## config.mk

```make
export PLATFORM = sky130hd
export DESIGN_NAME = uart_rx
export DESIGN_NICKNAME = d
export VERILOG_FILES = /design/src/rtl/uart_pkg.sv /design/src/rtl/uart_sync2.sv /design/src/rtl/uart_rx.sv
export SDC_FILE = /design/constraint.sdc
export NUM_CORES = 1
export LEC_CHECK = 0
export CAP_MARGIN = 0
export CORE_ASPECT_RATIO = 1.2
export CORE_UTILIZATION = 36
export CTS_CLUSTER_DIAMETER = 30
export DETAILED_ROUTE_END_ITERATION = 12
export GPL_ROUTABILITY_DRIVEN = 1
export PLACE_DENSITY = 0.56
export SLEW_MARGIN = 20
export SYNTH_ARGS = -nofsm -noshare
export SYNTH_HDL_FRONTEND = slang
export SYNTH_SLANG_ARGS = --single-unit
```

## constraint.sdc

```tcl
create_clock -name clk -period 3.8 [get_ports clk]
set_clock_uncertainty 0.15 [all_clocks]
set_input_delay 0.57 -clock clk [delete_from_list [all_inputs] [get_ports clk]]
set_output_delay 0.57 -clock clk [all_outputs]
set_load 0.02 [all_outputs]
```

## src/rtl/uart_pkg.sv

```systemverilog
// Shared UART definitions: FSM state encodings, default oversampling factor and
// the mid-bit / end-bit tick positions used by both receive and transmit paths.
package uart_pkg;

   typedef enum logic [2:0] {
      S_IDLE   = 3'd0,
      S_START  = 3'd1,
      S_DATA   = 3'd2,
      S_PARITY = 3'd3,
      S_STOP   = 3'd4
   } uart_state_e;

   localparam int OSF_DEFAULT      = 16;
   localparam int MID_TICK_DEFAULT = OSF_DEFAULT / 2 - 1;
   localparam int END_TICK_DEFAULT = OSF_DEFAULT - 1;

   // Tick index at the centre of the start bit, measured from the falling edge.
   function automatic int mid_tick(input int osf);
      return osf / 2 - 1;
   endfunction

   // Tick index one full bit period after the previous sample point.
   function automatic int end_tick(input int osf);
      return osf - 1;
   endfunction

endpackage

```

## src/rtl/uart_sync2.sv

```systemverilog
// Two-flop synchroniser for an asynchronous single-bit input; 2 clk latency.
// RESET_VAL sets the value both flops take during reset (idle level of the line).
module uart_sync2 #(
   parameter logic RESET_VAL = 1'b1
) (
   input  logic clk,
   input  logic rst,
   input  logic d_i,
   output logic q_o
);

   logic meta_q;
   logic sync_q;

   always_ff @(posedge clk or posedge rst) begin
      if (rst) begin
         meta_q <= RESET_VAL;
         sync_q <= RESET_VAL;
      end else begin
         meta_q <= d_i;
         sync_q <= meta_q;
      end
   end

   assign q_o = sync_q;

endmodule

```

## src/rtl/uart_rx.sv

```systemverilog
// UART receiver: 1 start, DATA_BITS LSB-first, optional parity, 1 stop; one-clk rx_done strobe.
// Parity bit and parity_error logic exist only when UART_RX_PARITY_EN is defined.
module uart_rx
   import uart_pkg::*;
#(
   parameter int DATA_BITS           = 8,
   parameter int OVERSAMPLING_FACTOR = OSF_DEFAULT,
   parameter int PARITY_ODD          = 0
) (
   input  logic                 clk,
   input  logic                 rst,
   input  logic                 sample_tick,
   input  logic                 rx,
   output logic [DATA_BITS-1:0] rx_data,
   output logic                 rx_done,
   output logic                 rx_busy,
   output logic                 frame_error,
   output logic                 parity_error
);

   localparam int             TW       = $clog2(OVERSAMPLING_FACTOR);
   localparam int             BW       = $clog2(DATA_BITS);
   localparam logic [TW-1:0]  MID_TICK = TW'(mid_tick(OVERSAMPLING_FACTOR));
   localparam logic [TW-1:0]  END_TICK = TW'(end_tick(OVERSAMPLING_FACTOR));
   localparam logic [BW-1:0]  LAST_BIT = BW'(DATA_BITS - 1);

   if (DATA_BITS < 5 || DATA_BITS > 9 || PARITY_ODD < 0 || PARITY_ODD > 1) begin : g_bad_cfg
      $error("uart_rx: unsupported DATA_BITS or PARITY_ODD");
   end

   logic                 rx_s;
   uart_state_e          state_q;
   logic [TW-1:0]        tick_cnt_q;
   logic [BW-1:0]        bit_cnt_q;
   logic [DATA_BITS-1:0] shift_q;
   logic [DATA_BITS-1:0] shift_d;
   logic [DATA_BITS-1:0] rx_data_q;
   logic                 rx_done_q;
   logic                 busy_q;
   logic                 frame_error_q;

   uart_sync2 #(
      .RESET_VAL (1'b1)
   ) u_sync (
      .clk (clk),
      .rst (rst),
      .d_i (rx),
      .q_o (rx_s)
   );

   // Line order is LSB first, so each new bit enters at the top and slides down.
   assign shift_d = {rx_s, shift_q[DATA_BITS-1:1]};

`ifdef UART_RX_PARITY_EN
   localparam logic PAR_ODD = PARITY_ODD[0];
   logic par_bad_q;
   logic par_bad_d;
   logic parity_error_q;

   assign par_bad_d = ^shift_q ^ rx_s ^ PAR_ODD;
`endif

   always_ff @(posedge clk or posedge rst) begin
      if (rst) begin
         state_q        <= S_IDLE;
         tick_cnt_q     <= '0;
         bit_cnt_q      <= '0;
         shift_q        <= '0;
         rx_data_q      <= '0;
         rx_done_q      <= 1'b0;
         busy_q         <= 1'b0;
         frame_error_q  <= 1'b0;
`ifdef UART_RX_PARITY_EN
         par_bad_q      <= 1'b0;
         parity_error_q <= 1'b0;
`endif
      end else begin
         rx_done_q <= 1'b0;
         case (state_q)
            S_IDLE: begin
               tick_cnt_q <= '0;
               if (!rx_s) begin
                  state_q <= S_START;
                  busy_q  <= 1'b1;
               end
            end
            S_START: begin
               if (sample_tick) begin
                  if (tick_cnt_q == MID_TICK) begin
                     tick_cnt_q <= '0;
                     if (!rx_s) begin
                        state_q   <= S_DATA;
                        bit_cnt_q <= '0;
                     end else begin
                        // Start bit gone by mid-bit: a glitch, not a frame.
                        state_q <= S_IDLE;
                        busy_q  <= 1'b0;
                     end
                  end else begin
                     tick_cnt_q <= tick_cnt_q + 1'b1;
                  end
               end
            end
            S_DATA: begin
               if (sample_tick) begin
                  if (tick_cnt_q == END_TICK) begin
                     tick_cnt_q <= '0;
                     shift_q    <= shift_d;
                     if (bit_cnt_q == LAST_BIT) begin
`ifdef UART_RX_PARITY_EN
                        state_q <= S_PARITY;
`else
                        state_q <= S_STOP;
`endif
                     end else begin
                        bit_cnt_q <= bit_cnt_q + 1'b1;
                     end
                  end else begin
                     tick_cnt_q <= tick_cnt_q + 1'b1;
                  end
               end
            end
`ifdef UART_RX_PARITY_EN
            S_PARITY: begin
               if (sample_tick) begin
                  if (tick_cnt_q == END_TICK) begin
                     tick_cnt_q <= '0;
                     par_bad_q  <= par_bad_d;
                     state_q    <= S_STOP;
                  end else begin
                     tick_cnt_q <= tick_cnt_q + 1'b1;
                  end
               end
            end
`endif
            S_STOP: begin
               if (sample_tick) begin
                  if (tick_cnt_q == END_TICK) begin
                     tick_cnt_q     <= '0;
                     rx_data_q      <= shift_q;
                     frame_error_q  <= ~rx_s;
`ifdef UART_RX_PARITY_EN
                     parity_error_q <= par_bad_q;
`endif
                     rx_done_q      <= 1'b1;
                     busy_q         <= 1'b0;
                     state_q        <= S_IDLE;
                  end else begin
                     tick_cnt_q <= tick_cnt_q + 1'b1;
                  end
               end
            end
            default: begin
               state_q <= S_IDLE;
               busy_q  <= 1'b0;
            end
         endcase
      end
   end

   assign rx_data     = rx_data_q;
   assign rx_done     = rx_done_q;
   assign rx_busy     = busy_q;
   assign frame_error = frame_error_q;
`ifdef UART_RX_PARITY_EN
   assign parity_error = parity_error_q;
`else
   assign parity_error = 1'b0;
`endif

endmodule
```

[Word-level counts from Yosys, hierarchy flattened]
Cells that the tools add are included.
Operators by class
  $add $sub $neg: 2
  equal/unequal tests: 18
  muxes and demuxes: 32
  bitwise gates (word level): 2
  reduce and logical (&&, ||, !) cells: 10
Operators by type and width (count)
  $mux W3: 14
  $ne A2 B2 Y1 const B: 10
  $mux W4: 4
  $reduce_and A7 Y1: 2
  $pmux W3 S4: 1
  $pmux W4 S3: 1
  $mux W1: 9
  $reduce_and A3 Y1: 3
  $reduce_and A8 Y1: 1
  $eq A3 B3 Y1 const B: 2
  $pmux W3 S2: 1
  $add A4 B1 Y4 const B: 1
  $eq A4 B3 Y1 const B: 1
  $eq A4 B4 Y1 const B: 1
  $ne A2 B1 Y1 const B: 2
  $pmux W1 S4: 1
  $add A3 B1 Y3 const B: 1
  $eq A3 B1 Y1 const B: 1
  $eq A3 B2 Y1 const B: 1
  $logic_not A3 Y1: 1
  $reduce_bool A3 Y1: 1
  $mux W2: 1
  $not A1 Y1: 2
  $reduce_bool A2 Y1: 1
  $reduce_or A2 Y1: 1
Word-level totals
  bits in registers: 31
  input port bits: 4
  output and inout port bits: 12
  logic and storage cells: 74

[Longest topological paths before layout]
  depth after elaboration: 5
  mapped depth: 7
  gate-level depth less buffers: 5

[Cells and area by module]
From an unflattened synthesis, not the netlist that was laid out.
Second synthesis, totals
  cells, all modules: 124
  area total of the unflattened synthesis: 1529.0 sq um
Modules (own cells, without submodules)
  uart_rx: times used 1, cells an instance 121, area each 1472.7 sq um, sequential area each 725.7 sq um
  uart_sync2: times used 1, cells an instance 3, area each 56.3 sq um, sequential area each 52.6 sq um

[Worst setup path after synthesis]
OpenSTA, ideal clock, no wires.
  kind: input-to-reg
  from: input sample_tick
  to: register shift_q[0]
  setup time: 0.125 ns
  arrival: 1.549 ns
  required time: 3.525 ns
  setup slack: 1.977 ns
  stages: 4
  buffers on the path: 1
  cells stage by stage: buf_4 nand4_2 nor3_4 mux2_2
Between the ends
  longest elaborated chain between the ends: 1
Ends and longest elaborated chain
  start: declaration: RTL line uart_rx.sv:12  | input logic sample_tick,
  $reduce_and A3 Y1 (no line)
  end signal: assignment: RTL line uart_rx.sv:108  | shift_q <= shift_d;
  end: declaration: RTL line uart_rx.sv:35  | logic [DATA_BITS-1:0] shift_q;
No other way between the ends.
A chain may end at the register's enable or synchronous reset.

[Worst setup path after layout]
  from: input sample_tick
  to: register rx_data_q[4], in the netlist rx_data[4]
Between the ends
  longest elaborated chain between the ends: 1
Ends and longest elaborated chain
  $reduce_and A3 Y1 (no line)
  end signal: assignment: RTL line uart_rx.sv:140  | rx_data_q <= shift_q;
  end: declaration: RTL line uart_rx.sv:37  | logic [DATA_BITS-1:0] rx_data_q;
No other way between the ends.

==> flow_summary.ini <==
[status]
status = complete, no violations

[sta]
rsz0062_at_grt = no
setup_viol = 0
finalHoldViolCount = 0
maxSlewViolCount = 0
timing.final.crit_share = 0.5978
fin_setup_tns_ps = 0
post-route-min-period_ps = 2272
tightestPinTransition_ps = 903.8
fmax_mhz = 440.2
maxSlewHeadroom = 0.3968

[global_routing]
grt_usage = 0.1449
antenna_found_initial = 0
grt_pass1_wl_mm = 4.733
grt_max_degree = 24
grt_pass1_vias = 1003
overflow = 0

[critical_path]
slowest_stage = clkdlybuf4s50_1
crit_chain = clkdlybuf4s50_1 -> and4_4 -> nand3_2 -> mux2_4
cpLargestDelayFamily = buffers and inverters
startpoint_type = input port
cp_num_buf_inv = 1
worstPathArrival_ps = 2290
max_stage_delay_ps = 660
cp.required_ps = 3820
r2r-start = tick_cnt_q[0]
cp_max_fo = 11
setup.worst_path.class = input port to flip-flop
crit_start = sample_tick
cp-end-kind = flip-flop

[logic_synthesis]
synth_nets = 141
synth_cell_type_count = 40
synth_area_leaders = dfrtp_1 (47%), mux2_4 (6.7%), mux2_2 (6.5%), dfstp_2 (3.4%), nand2_1 (2.9%)
syn_area_mm2 = 0.001559
synth_most_common_cell = dfrtp_1
syn_inst = 134
ys.flop_type = dfrtp_1
yosysSeqAreaShare = 0.4992
synth_edf_count = 0
synth_top_area_cell = dfrtp_1
synthArstFlopShare = 1.000
synth_common_cells = dfrtp_1 (29), nand2_1 (12), mux2_2 (9)
synth_top_cell_area_share = 0.4655
ys_ff_latch = 31
yosys_warnings = 0
syn_area_per_cell_um2 = 11.63

[clocking]
cts_resized = 0
cts.path.max_buffers = 2
cts_sinks = 31
cts_setup_buffers = 0
ctsHoldBuffers = 0
cts_tree = built
clk_latency_ps = 290
numCtsBuffers = 5
clkTransAtPathRegs_ps = 60
h-tree-depth = 2
cts_root_buffer = clkbuf_8

[cells_and_area]
antenna_cells = 0
fin_nets = 152
area_growth_pct = 16.53
fill_cells = 377
final_cells = 200
drive_above_1_share = 0.2329

[placed_design]
place_inst = 192
port_buffers = 14
place.gp.congestion = 0.7513
dp_hpwl_mm = 1.893

[routing]
antenna_left = 0
first_pass_iters = 4
via_count = 1043
wl_per_cell_um = 14.17
drt_iter0_drc = 46
drt-total-wl_mm = 2.834
routed_via_density = 5.215
drc_errors = 0

[floorplan]
io-pin-count = 16
start_util = 0.3864
die_x_um = 62.08
die_h_um = 74.09
core_area_mm2 = 0.004035
num_rows = 25
die-area_mm2 = 0.004599

[pwr]
peakVddDrop_mv = 0.2713
leakagePower_nw = 0.8175
power_density_mw_per_mm2 = 553.9

[job]
maxCapViolCount = 0

[min_path]
hold_path_startpoint = u_sync.meta_q
hold_path_class = flip-flop to flip-flop
per-layer routing:
layer	GRT usage	wire length, µm
met1	0.1915	1337
met5	0	0
met2	0.2139	1354
met3	0.04696	83
met4	0.06667	59
report_power, final:
| group | total, W | switching [W] | internal [W] | leakage, nW |
|---|---|---|---|---|
| sequential | 0.000476 | 0.0000842 | 0.000392 | 0.409 |
| combinational | 0.000193 | 0.0000893 | 0.000104 | 0.347 |
| clock | 0.000337 | 0.000125 | 0.000212 | 0.0612 |
cells in the final DEF (no fill, tap or decap), types with 2 or more instances in the layout:
cell / n
o31ai_1: 2
clkdlybuf4s50_1: 14
o21ai_0: 6
dfstp_2: 2
clkbuf_8: 6
mux2_2: 9
nor3_1: 6
dfrtp_1: 29
nand3b_1: 2
nand3_1: 3
inv_1: 4
a21oi_1: 3
nand2b_1: 2
nand2_1: 12
a211o_1: 2
maj3_1: 3
a31oi_1: 3
nor2b_1: 2
mux2_4: 7
nor2_1: 6
nand4b_1: 2
ha_1: 3
worst paths after layout:
kind | endpoint | slack, ps | depth (start not counted)
setup / recovery | rx_data[4] | 1530 | 4
hold / removal | u_sync.q_o | 200 | 0
setup reg to reg | rx_data[4] | 1740 | 4
hold reg to reg | u_sync.q_o | 200 | 0
max in group asynchronous | u_sync.meta_q | 2120 | 3
min in group asynchronous | rx_done | 620 | 2
layout make-up:
| class | instances | area (µm²) | share of cell area |
|---|---|---|---|
| Timing Repair Buffer | 15 | 147.6 | 0.08127 |
| Tap cell | 54 | 67.56 | 0.03719 |
| Clock buffer | 6 | 82.58 | 0.04545 |
| Inverter | 4 | 15.01 | 0.008264 |
| Sequential cell | 31 | 778.2 | 0.4284 |
| Multi-Input combinational cell | 88 | 690.7 | 0.3802 |
| Clock inverter | 2 | 35.03 | 0.01928 |
registers in the layout, indices dropped and copies added (netlist names):
| register | count |
|---|---|
| tick_cnt_q | 4 |
| state_q | 3 |
| rx_done | 1 |
| bit_cnt_q | 3 |
| frame_error | 1 |
| shift_q | 8 |
| rx_data | 8 |
| u_sync.q_o | 1 |
| u_sync.meta_q | 1 |
| rx_busy | 1 |
cells by family (layout without fill, tap and decap cells):
kind of cell               count (synthesis)  after routing  synth area share
AOI/OAI and AO/OA                         22             22           0.09471
DFF                                       31             31            0.4992
other                                      1              1          0.002405
adders and majority gates                  6              6           0.04334
and+or+nand+nor                           41             41            0.1581
muxes                                     17             17            0.1388
xor gates and xnor gates                   1              1          0.005619
buffers and inverters                     15             27           0.05778
through the flow:
step                      setup WS (ps)  hold WS [ps]  area (µm²)  power [W]  utilization
final                              1528         204.8        1817   0.001006       0.4502
after global routing               1452         212.1        1817   0.001069       0.4502
after CTS                          1522         212.3        1817   0.001019       0.4502
after detailed placement           1234         197.2        1699  0.0006769       0.4211
after global placement             1253         196.8        1699  0.0006648       0.4211
after floorplan                    1977         195.2        1559  0.0006300            -
Note: power is estimated with default switching activity, not from simulation.
==> patch 1 (config.mk and constraints unchanged) <==
The package constant `OSF_DEFAULT` goes from 16 to 32.
--- a/src/rtl/uart_pkg.sv
+++ b/src/rtl/uart_pkg.sv
@@ -12,3 +12,3 @@
 
-   localparam int OSF_DEFAULT      = 16;
+   localparam int OSF_DEFAULT      = 32;
    localparam int MID_TICK_DEFAULT = OSF_DEFAULT / 2 - 1;
Check against the original RTL: no difference found for any inputs over 10 cycles, from zero or initial values and one cycle with rst high; that may be too few to reach the edited logic, so the function may still have changed.
==> patch 1 against the original RTL <==
- cell count is 3.0% higher
- design area is 4.2% higher
- sequential cell count is 1 higher
- first-iteration DRC count is 52% lower
- power is 11% lower
- area after synthesis is 6.6% higher
- setup slack worse by 0.15 ns
- routed wire length is 2.2% higher
- synthesized cell count is 1.5% higher
- clock power is 19% lower
- utilization is 1.6 points lower
- largest power group unchanged
==> patch 1: results (changes against the original RTL) <==
- Grt met2 use: 23.2% (+1.8 points)
- DR WL met2: 1480 µm (+9.2%)
- Clock share of power: 30.8% (-2.7 points)
- Critical Path AT: 2.44 ns (+0.15 ns)
- Worst R2R Path Depth: 5 (+1)
- Met1 WL: 1270 µm (-4.8%)
- Top post-synthesis cells by area: dfrtp_1, mux2_2, ha_1, mux2_4, buf_6
- Largest net degree at the start of global routing: 33 (+38%)
- Mux cell area share after synthesis: 13.6% (-0.25 points)
- Post-synthesis instance total: 136 (+1.5%)
- Routed wire length: 2900 µm (+2.2%)
- Syn Nets: 147 (+4.3%)
- Setup crit end: rx_data[3]
- Vias/cell: 5.06 (-3.0%)
- FILL cells: 449 (+19%)
- Xor and xnor area share after synthesis: 0% (-0.56 points)
- Comb pwr share: 21.9% (+2.7 points)
- GR Util All Layers: 13.6% (-0.92 points)
- DP Cell Count: 198 (+3.1%)
- Critical path's slowest cell: nand4_1
- Outcome: finished, final reports clean
- WL/cell: 14.1 µm (-0.75%)
- Sequential cell area fraction in the yosys report: 48.3% (-1.6 points)
- Ratio of cells with drive above 1 in the final layout: 22.7% (-0.62 points)
- DRT iter0 DRCs: 22 (-52%)
- Worst-Margin Slew: 0.674 ns (-0.230 ns)
- Routed wl met3: 108 µm (+30%)
- Post-DP HPWL: 2030 µm (+7.5%)
- Detail Route Antenna Nets: 0 (unchanged)
- Largest stage delay, worst path: 0.53 ns (-0.13 ns)
- Vias in the first global route: 1122 (+12%)
- Global-route wire length before repair: 4990 µm (+5.4%)
- Leakage: 0.000878 µW (+7.4%)
- Synth top cells by count: dfrtp_1, mux2_2, inv_1
- Synth Area in Adders: 5.87% (+1.5 points)
## patch 1: cell types whose count changed after synthesis, sizes merged, moves of 4 or more
cell / delta
nor3: -7
ha: +4
inv: +5
nor4b: +4
nand2: -6
## patch 1: worst register-to-register path: stages (launching register included)
cell and delay [ns]:
dfrtp_1 0.39, ha_1 0.20, and3_1 0.24, ha_1 0.29, nand4_1 0.54, mux2_4 0.50
## patch 1: per-stage QoR
stage / setup slack, ns / hold WS (ns) / power, µW / util (%)
after floorplan: 1.85 / 0.195 / 592 / -
after global placement: 1.19 / 0.197 / 616 / 41.3
after detailed placement: 1.12 / 0.203 / 624 / 41.3
after CTS: 1.34 / 0.213 / 904 / 43.4
after global routing: 1.19 / 0.217 / 945 / 43.4
final: 1.38 / 0.210 / 891 / 43.4
## patch 1: final cells by class
class                      count  area share (%)
clock buffer                   7            4.56
clock inverter                 1           0.397
inverter                       9            1.78
multi-input combinational     86            39.3
sequential                    32            42.4
tap                           56            3.70
timing repair buffer          15            7.80
==> patch 2 (same flow settings) <==
Made on the original files. Register the output `frame_error` once more, cleared by the reset; this adds one clock of latency there. The other outputs are not delayed to match.
--- a/src/rtl/uart_rx.sv
+++ b/src/rtl/uart_rx.sv
@@ -163,3 +163,9 @@
    assign rx_busy     = busy_q;
-   assign frame_error = frame_error_q;
+   always_ff @(posedge clk or posedge rst) begin
+      if (rst) begin
+         frame_error <= '0;
+      end else begin
+         frame_error <= frame_error_q;
+      end
+   end
 `ifdef UART_RX_PARITY_EN
Function: same outputs for any inputs over 10 cycles, from zero or initial values and one cycle with rst high; that may be too few to reach the edited logic, so the function may still have changed.
==> patch 2 against the original RTL <==
- routed wire length fell by 13%
- sequential cell count rose by 1
- area after synthesis fell by 0.56%
- synthesized cell count fell by 5.2%
- design area rose by 0.83%
- count of clock-buffer cells in the layout rose by 1
- power fell by 10%
- clock power rose by 4%
- setup slack improved by 0.069 ns
- first-iteration DRC count fell by 4.3%
- sequential share of layout area rose by 1.0 points
- maximum frequency rose by 3.1%
- critical path type unchanged
- highest routed layer unchanged
==> patch 2: results (changes against the original RTL) <==
- Post-DP HPWL: 1740 µm (-8.2%)
- Syn Nets: 134 (-5.0%)
- Clock transition at path regs: 0.06 ns (about the same)
- Largest net degree at the start of global routing: 33 (+38%)
- # H-tree levels: 2 (unchanged)
- Clk root buf: clkbuf_8
- Worst-Margin Slew: 0.517 ns (-0.386 ns)
- Tcrit/Tclk final: 58.0% (-1.8 points)
- Worst R2R Setup Slack: 1.63 ns (-0.11 ns)
- Initial antenna violation count: 0 (unchanged)
- Final net count: 148 (-2.6%)
- Vias in the first global route: 943 (-6.0%)
- Gp weighted congestion: 0.819 (+9.0%)
- WL/cell: 12.6 µm (-11%)
- Worst-skew pair later-pin latency: 0.27 ns (-0.02 ns)
- PortBufs: 14 (unchanged)
- Worst R2R Path Depth: 3 (-1)
- Worst vdd ir: 0.272 mV (+0.19%)
- Setup crit end: rx_data[0]
- DP Cell Count: 188 (-2.1%)
- Cell variety after synth: 42 (+5.0%)
- Yosys Warn Count: 0 (unchanged)
- Synth top cells by count: dfrtp_1, mux2_2, inv_1
- Post-CTS resize count: 0 (unchanged)
- Top post-synthesis cells by area: dfrtp_1, mux2_2, mux2_4, dfstp_2, ha_1
- Vias/cell: 5.10 (-2.3%)
- Largest stage delay, worst path: 0.57 ns (-0.09 ns)
- Detail Route Antenna Nets: 0 (unchanged)
- Ratio of cells with drive above 1 in the final layout: 23.2% (-0.048 points)
- Sequential cell area fraction in the yosys report: 51.8% (+1.9 points)
- Placement Setup Slack: 1.29 ns (+0.0534 ns)
- Critical Path AT: 2.21 ns (-0.08 ns)
- Syn avg cell area: 12.2 µm² (+4.9%)
- CP Launch Point: sample_tick
- Async S/R FF share, synth: 100% (unchanged)
- Delay-heaviest family, CP: simple AND/OR/NAND/NOR gates
- Vias: 999 (-4.2%)
- Leakage: 0.000887 µW (+8.6%)
- Clock buffer depth: 2 (unchanged)
- Outcome: finished, final reports clean
- GR Util All Layers: 13.2% (-1.3 points)
- DRT iter0 DRCs: 44 (-4.3%)
- Worst r2r src: state_q[0]
- Post-DP Area: 0.00171 mm² (+0.37%)
- ANT cells: 0 (unchanged)
- Global-route wire length before repair: 4320 µm (-8.7%)
[patch 2: worst min-delay path by stage]
stage | start | to | slack (ns) | cells past startpoint
final | u_sync.meta_q | u_sync.q_o | 0.21 | 0
after global routing | u_sync.meta_q | u_sync.q_o | 0.22 | 0
after CTS | u_sync.meta_q | u_sync.q_o | 0.21 | 0
after detailed placement | u_sync.meta_q | u_sync.q_o | 0.20 | 0
after global placement | u_sync.meta_q | u_sync.q_o | 0.20 | 0
after floorplan | u_sync.meta_q | u_sync.q_o | 0.20 | 0
[patch 2: report_power, final]
part / total, µW / leakage, µW / internal [µW] / switching (µW)
Combinational: 139 / 0.000401 / 64.4 / 74.3
Sequential: 415 / 0.000422 / 369 / 46.0
Clock: 349 / 0.0000645 / 231 / 118
Total: 903 / 0.000887 / 665 / 238
[patch 2: cells by family (layout without fill, tap and decap cells)]
| group | after synthesis | in the layout | synth area share, % |
|---|---|---|---|
| AOI/OAI and AO/OA | 28 | 28 | 12.6 |
| xor gates and xnor gates | 1 | 1 | 0.565 |
| adders and majority gates | 5 | 5 | 3.71 |
| buffers and inverters | 16 | 31 | 5.81 |
| DFF | 32 | 32 | 51.8 |
| muxes | 17 | 17 | 14.0 |
| other | 1 | 1 | 0.242 |
| and+or+nand+nor | 27 | 27 | 11.2 |
[patch 2: final cells by class]
cell class,count,area [µm²]
Timing Repair Buffer,15,148
Clock buffer,7,96.3
Tap cell,54,67.6
Sequential cell,32,803
Clock inverter,1,30.0
Multi-Input combinational cell,79,657
Inverter,8,30.0
Fill cell,367,2200
[patch 2: layer usage]
layer	part of all wire, %	up-vias	GRT usage, %	wire length (µm)
met1	46	493	16.6	1140
met2	50	20	20.7	1230
li1	-	482	-	-
met5	0	-	0	0
met3	2.4	4	3.17	60
met4	1.4	0	6.67	34
